--- src/rtl/product_accumulator.sv ---
// product_accumulator: sums a frame of unsigned 32-bit products. The result is
// presented with a valid/ready handshake and held until the consumer takes it.
// A three-state FSM (Idle / Accum / Hold) sequences frame intake and result
// presentation.
// Build option: define PRODUCT_ACCUMULATOR_SATURATE_EN to clamp the sum at
// 2^ACC_WIDTH-1 on overflow. The default build wraps modulo 2^ACC_WIDTH.
// out_overflow is sticky per frame in both builds.
module product_accumulator #(
  parameter int unsigned ACC_WIDTH = 40,  // legal range 32..64
  parameter int unsigned CNT_WIDTH = 16
) (
  input  logic                 clk,
  input  logic                 rst,
  input  logic                 in_valid,
  output logic                 in_ready,
  input  logic [31:0]          in_product,
  input  logic                 in_last,
  output logic                 out_valid,
  input  logic                 out_ready,
  output logic [ACC_WIDTH-1:0] out_sum,
  output logic [CNT_WIDTH-1:0] out_count,
  output logic                 out_overflow
);

  typedef enum logic [1:0] {StIdle, StAccum, StHold} state_e;

  state_e               state_q;
  logic [ACC_WIDTH-1:0] acc_q;
  logic [CNT_WIDTH-1:0] cnt_q;
  logic                 ovf_q;

  logic [ACC_WIDTH:0]   prod_ext;
  logic [ACC_WIDTH:0]   sum_ext;
  logic                 carry;
  logic [ACC_WIDTH-1:0] acc_d;
  logic [ACC_WIDTH-1:0] load_d;
  logic [CNT_WIDTH-1:0] cnt_d;
  logic                 accept;

  // Datapath: zero-extended add with carry detect, plus a saturating term count.
  always_comb begin
    prod_ext          = '0;
    prod_ext[31:0]    = in_product;
    sum_ext           = {1'b0, acc_q} + prod_ext;
    carry             = sum_ext[ACC_WIDTH];
    load_d            = prod_ext[ACC_WIDTH-1:0];
`ifdef PRODUCT_ACCUMULATOR_SATURATE_EN
    // Once clamped, any further add carries again, so the sum stays at max.
    acc_d             = carry ? '1 : sum_ext[ACC_WIDTH-1:0];
`else
    acc_d             = sum_ext[ACC_WIDTH-1:0];
`endif
    cnt_d             = (cnt_q == '1) ? cnt_q : cnt_q + CNT_WIDTH'(1);
  end

  assign in_ready = (state_q != StHold);
  assign accept   = in_valid && in_ready;

  // Frame FSM and accumulator state; reset wins over any handshake.
  always_ff @(posedge clk) begin
    if (rst) begin
      state_q <= StIdle;
      acc_q   <= '0;
      cnt_q   <= '0;
      ovf_q   <= 1'b0;
    end else begin
      unique case (state_q)
        StIdle: begin
          if (accept) begin
            acc_q   <= load_d;
            cnt_q   <= CNT_WIDTH'(1);
            ovf_q   <= 1'b0;
            state_q <= in_last ? StHold : StAccum;
          end
        end
        StAccum: begin
          if (accept) begin
            acc_q   <= acc_d;
            cnt_q   <= cnt_d;
            ovf_q   <= ovf_q | carry;
            state_q <= in_last ? StHold : StAccum;
          end
        end
        StHold: begin
          // in_ready is low here, so a beat offered on the exit edge is ignored.
          if (out_ready) begin
            acc_q   <= '0;
            cnt_q   <= '0;
            ovf_q   <= 1'b0;
            state_q <= StIdle;
          end
        end
        default: begin
          state_q <= StIdle;
        end
      endcase
    end
  end

  // Result is only visible while presented; it reads zero otherwise.
  always_comb begin
    out_valid    = (state_q == StHold);
    out_sum      = out_valid ? acc_q : '0;
    out_count    = out_valid ? cnt_q : '0;
    out_overflow = out_valid && ovf_q;
  end

endmodule

--- config.mk ---
export PLATFORM = sky130hd
export DESIGN_NAME = product_accumulator
export DESIGN_NICKNAME = d
export VERILOG_FILES = /design/src/rtl/product_accumulator.sv
export SDC_FILE = /design/constraint.sdc
export NUM_CORES = 1
export LEC_CHECK = 0
export BUFFER_PORTS_ARGS = -buffer_cell sky130_fd_sc_hd__buf_4
export CORE_UTILIZATION = 57
export DETAILED_ROUTE_END_ITERATION = 6
export PLACE_DENSITY = 0.91
export SLEW_MARGIN = 10
export SYNTH_ARGS = -nofsm -noshare
export SYNTH_HDL_FRONTEND = slang
export SYNTH_SLANG_ARGS = --single-unit
export TNS_END_PERCENT = 1
--- constraint.sdc ---
create_clock -name clk -period 3.75 [get_ports clk]
set_input_delay 0.5625 -clock clk [delete_from_list [all_inputs] [get_ports clk]]
set_output_delay 0.5625 -clock clk [all_outputs]
set_load 0.02 [all_outputs]
Word-level counts from Yosys, hierarchy flattened
Cells that the tools add are included.
{"block": "word_totals", "register_bits": 59, "input_bits": 37, "out_inout_bits": 59, "wordCells": 43}
{"block": "op_classes", "n_addsub": 2, "eq_ne": 9, "muxes": 19, "n_bitwise": 1, "n_reduce_logical": 8}
{"op": "$mux W40", "n": 4}
{"op": "$pmux W40 S3", "n": 1}
{"op": "$mux W16", "n": 5}
{"op": "$pmux W16 S3", "n": 1}
{"op": "$add A40 B32 Y41", "n": 1}
{"op": "$add A16 B1 Y16 const B", "n": 1}
{"op": "$eq A16 B16 Y1 const B", "n": 1}
{"op": "$ne A2 B2 Y1 const B", "n": 4}
{"op": "$mux W2", "n": 3}
{"op": "$reduce_and A5 Y1", "n": 1}
{"op": "$ne A2 B1 Y1 const B", "n": 2}
{"op": "$pmux W2 S2", "n": 1}
{"op": "$reduce_and A4 Y1", "n": 1}
{"op": "$mux W1", "n": 3}
{"op": "$pmux W1 S3", "n": 1}
{"op": "$reduce_bool A3 Y1", "n": 1}
{"op": "$eq A2 B1 Y1 const B", "n": 1}
{"op": "$eq A2 B2 Y1 const B", "n": 1}
{"op": "$logic_and A1 B1 Y1", "n": 2}
{"op": "$logic_not A2 Y1", "n": 1}
{"op": "$reduce_and A2 Y1", "n": 1}
{"op": "$reduce_or A2 Y1", "n": 1}
{"op": "$or A1 B1 Y1", "n": 1}

Logic depth before layout (Yosys ltp)
{"block": "logic_depth", "depth_word": 4, "mapped_depth": 11, "depth_no_buf": 10}

Worst setup path before layout
OpenSTA, ideal clock, no wires.
{"block": "synth_timing", "kind": "input to register", "startpoint": "in in_product[0]", "endpoint": "reg acc_q[22]", "setup_ns": 0.120, "arrival_ns": 2.955, "t_required_ns": 3.630, "slack_ns": 0.675, "path_stages": 10, "path_buffers": 0, "path_cell_list": "ha_1 -> fa_1 -> a21o_1 -> a221o_2 -> a221o_1 -> a211oi_2 -> nor4b_1 -> a211oi_2 -> nor4_1 -> a211o_1"}
{"block": "synth_via", "elab_chain_len": 3}
{"item": "from (decl)", "line_no": "16", "source": "input logic [31:0] in_product,"}
{"item": "$add A40 B32 Y41", "line_no": "44", "source": "sum_ext = {1'b0, acc_q} + prod_ext;"}
{"item": "$mux W40", "line_no": "77", "source": "if (accept) begin"}
{"item": "$pmux W40 S3", "line_no": "67", "source": "unique case (state_q)"}
{"item": "to (signal assigned)", "line_no": "70", "source": "acc_q <= load_d;"}
{"item": "to (decl)", "line_no": "28", "source": "logic [ACC_WIDTH-1:0] acc_q;"}
No other way between the ends. The select of a mux whose other input is x is not followed.
A chain may end at the register's enable or synchronous reset.

Worst setup path after layout
{"block": "layout_timing", "startpoint": "reg state_q[0]", "endpoint": "reg cnt_q[14]"}
{"block": "layout_via", "elab_chain_len": 4, "word_cells_on_any_way": 12, "classes_between": "eq/ne (7); mux (1); reduce/logical (4)"}
{"item": "from (decl)", "line_no": "27", "source": "state_e state_q;"}
{"item": "from (signal assigned)", "line_no": "62", "source": "state_q <= StIdle;"}
{"item": "from (signal assigned)", "line_no": "73", "source": "state_q <= in_last ? StHold : StAccum;"}
{"item": "from (signal assigned)", "line_no": "81", "source": "state_q <= in_last ? StHold : StAccum;"}
{"item": "$ne A2 B2 Y1", "line_no": "56", "source": "assign in_ready = (state_q != StHold);"}
{"item": "$logic_and A1 B1 Y1", "line_no": "57", "source": "assign accept = in_valid && in_ready;"}
{"item": "$ne A2 B2 Y1 (no source line)"}
{"item": "$reduce_and A5 Y1 (no source line)"}
{"item": "to (signal assigned)", "line_no": "79", "source": "cnt_q <= cnt_d;"}
{"item": "to (decl)", "line_no": "29", "source": "logic [CNT_WIDTH-1:0] cnt_q;"}
Several ways; a longest one is shown, not always the timed one.

==> impl_metrics.csv <==
group,metric,value,unit
status,status,"complete, no violations",
die,die_h,96.23,um
clock_tree,cts_made_buffers,9,
setup_path,critPathMaxFanout,19,
setup_path,path_common_cell,"inv_1",
die,row_count,34,
cells_and_area,nNetsFinal,828,
place,place.gp.congestion,0.9552,
grt,grt_pass1_vias,5138,
setup_path,crit_chain,"inv_1 -> ha_1 -> nor2b_1 -> o211ai_2 -> a41oi_2 -> inv_1 -> nor4_1 -> a31oi_1 -> a311oi_1",
setup_path,rrSetupSlack,0.52,ns
route,dr.pass1.iters,5,
die,pin_count,96,
clock_tree,clock_tree.root_cell,"clkbuf_8",
synthesis,synth_seq_area_share,23.34,%
place,io_buffer_count,95,
setup_path,crit_path_start_kind,"register",
clock_tree,cts_resized,0,
worst_hold_path,holdCritPathClass,"register to register",
die,die-area,0.009260,mm^2
sta,final.min_clock_period,3.231,ns
cells_and_area,finalNonFillerCells,866,
synthesis,syn-instance-count,681,
grt,grt.overflow.total,0,
synthesis,syn_area,0.005061,mm^2
synthesis,synth_cell_types,61,
die,start_util,58.32,%
sta,period_share,86.16,%
synthesis,synth-edff-count,0,
place,place_area,0.005767,mm^2
power,vdd_drop_max,235.5,uV
clock_tree,path_clk_slew,0.08,ns
clock_tree,cts_tree,"done",
sta,grt_setup_unrepaired,"false",
sta,relSlewSlack,41.28,%
route,drtIter0Drc,416,
sta,tightest_slew,0.8787,ns
synthesis,synthFlopType,"dfxtp_1",
sta,slew_violations,0,
clock_tree,cts_max_path_buffers,2,
synthesis,synth_seq_cells,59,
sta,finalSetupTns,0,ns
setup_path,critical-path-max-stage-delay,0.63,ns
cells_and_area,final-seq-area,0.001181,mm^2
sta,max_freq,309.5,MHz
setup_path,critPathRequiredTime,4.01,ns
setup_path,critPathSlowestCell,"nor4_1",
synthesis,avgSynthCellArea,7.432,um^2
setup_path,worstPathArrival,3.49,ns
synthesis,yosys_warnings,0,
route,vias,5508,
grt,grt_first_pass_wirelength,23340,um
power,total_leakage_power,2.655,nW
sta,hold_slack,0.5091,ns
route,drc_errors,0,
grt,grt_max_degree,45,
clock_tree,cts_hold_buf,0,
clock_tree,clkLatencyLatePin,0.36,ns
cells_and_area,n_antenna_cell,0,
route,avgViaCountPerCell,6.360,
clock_tree,htreeDepth,3,
job,max-cap-violations,0,
setup_path,crit_path_end_kind,"register",
sta,setup_viol,0,
place,dp_cells,850,
cells_and_area,final_cell_area,0.005991,mm^2
synthesis,synth_fp_nets,756,
synthesis,async_reset_ff_share,0,%
grt,antenna_found_initial,0,
sta,hold_viol,0,
sta,skew,0.01203,ns
route,routed_wl,14620,um
power,powerDensity,381.9,mW/mm^2
cells_and_area,multi_input_area,0.003583,mm^2
grt,grt_usage,32.10,%
route,ant_nets,0,
place,place_hpwl,10550,um
route,wl_per_cell,16.89,um
die,die_x,96.23,um
die,core,0.008678,mm^2
cells_and_area,final_layout_size_suffix_gt1_share,17.28,%
clock_tree,cts.sinks,59,
setup_path,critPathKind,"register to register",
cells_and_area,fillers,723,
clock_tree,postCtsSetupBuffers,0,
cells_and_area,area_growth_syn_to_layout,18.37,%
[layout by cell type, fill, tap and decap left out, types with 4 or more instances in the layout]
master    netlist  final
nor2_1         74     73
nand2_1        45     45
nand3_1        28     28
nor3b_1         7      7
nand2b_1        4      4
nand4_1         9      9
inv_1          23     23
o21bai_1        7      7
a221oi_1       19     19
xor2_1         13     13
nor4_1          6      6
mux2i_1         5      5
a21o_1         22     22
and2_1         58     58
xnor2_1        14     14
and3_1         10     10
a21oi_1        56     56
a311oi_1        5      5
a211oi_1       12     12
a31oi_1        10     10
o21ai_0        24     24
dfxtp_1        59     59
buf_4           0    104
nor3_1         33     33
clkbuf_8        0      9
nor2b_1         4      4
ha_1           37     37
o22ai_1         5      5
[power by group]
group          internal (mW)  switching [mW]
combinational          0.350           0.544
clock                  0.378           0.293
sequential             0.679          0.0438
[path summary, 6_finish.rpt]
check | start | end | cells after the start
worst min register to register | cnt_q[1]$_SDFFE_PP0P_ | cnt_q[1]$_SDFFE_PP0P_ | 2
worst max register to register | state_q[0]$_SDFFE_PP0P_ | cnt_q[14]$_SDFFE_PP0P_ | 9
worst min-delay path | cnt_q[1]$_SDFFE_PP0P_ | cnt_q[1]$_SDFFE_PP0P_ | 2
worst max-delay path | state_q[0]$_SDFFE_PP0P_ | cnt_q[14]$_SDFFE_PP0P_ | 9
[cell usage after synthesis (6+ instances only)]
master / number / area [um^2]
xor2_1: 13 / 113.9
a21o_1: 22 / 165.2
nand3_1: 28 / 140.1
o21ai_0: 24 / 120.1
dfxtp_1: 59 / 1181
nor3b_1: 7 / 52.55
nand2_1: 45 / 168.9
a31oi_1: 10 / 62.56
a221oi_1: 19 / 166.4
ha_1: 37 / 462.9
inv_1: 23 / 86.33
nor3_1: 33 / 165.2
nor2_1: 74 / 277.8
nor4_1: 6 / 37.54
o21bai_1: 7 / 52.55
nand4_1: 9 / 56.30
a21oi_1: 56 / 280.3
xnor2_1: 14 / 122.6
and2_1: 58 / 362.9
clkbuf_1: 29 / 108.9
and3_1: 10 / 62.56
a211oi_1: 12 / 90.09
[flip-flops by register name (all words and copies together), names as in the netlist]
| signal | cells |
|---|---|
| ovf_q | 1 |
| state_q | 2 |
| acc_q | 40 |
| cnt_q | 16 |
[kinds of logic (layout without fill, tap and decap cells)]
kind of cell	after synthesis	in the layout	synth area share, %
xor gates and xnor gates	27	27	4.672
muxes	5	5	0.9889
DFF	59	59	23.34
buffers and inverters	66	143	5.908
and+or+nand+nor	291	291	29.12
AOI/OAI and AO/OA	195	195	26.43
adders and majority gates	38	38	9.543
[final cells by class]
cell class              instances  area share [%]
repair buffers                104           13.03
inverters                      23           1.441
clock buffers                   9           2.068
multi-input cells             556           59.82
well taps                     108           2.256
clock inverters                 7           1.671
flip-flops and latches         59           19.72
[worst max-delay path: cells and delay by family (launching register included)]
family,cells,cell delay (ns)
AOI/OAI and AO/OA,4,1.10
adders and majority gates,1,0.39
buffers and inverters,2,0.28
DFF,1,0.41
and+or+nand+nor,2,0.95
[layer usage]
metal | wire length (um) | up-vias | track usage [%]
met4 | 252 | 0 | 14.43
met2 | 7187 | 252 | 55.20
met5 | 0 | - | 0
li1 | - | 2631 | -
met1 | 6105 | 2592 | 39.21
met3 | 1078 | 33 | 4.976
[metrics by stage]
step                      total power [mW]  worst slack, ns  util (%)
after floorplan                      1.391           0.6749         -
after global placement               1.572           0.3297     66.45
after detailed placement             1.606           0.3162     66.45
after CTS                            2.274           0.5447     69.03
after global routing                 2.411           0.3096     69.03
final                                2.288           0.5192     69.03
Power figures use the tool's default switching activity.
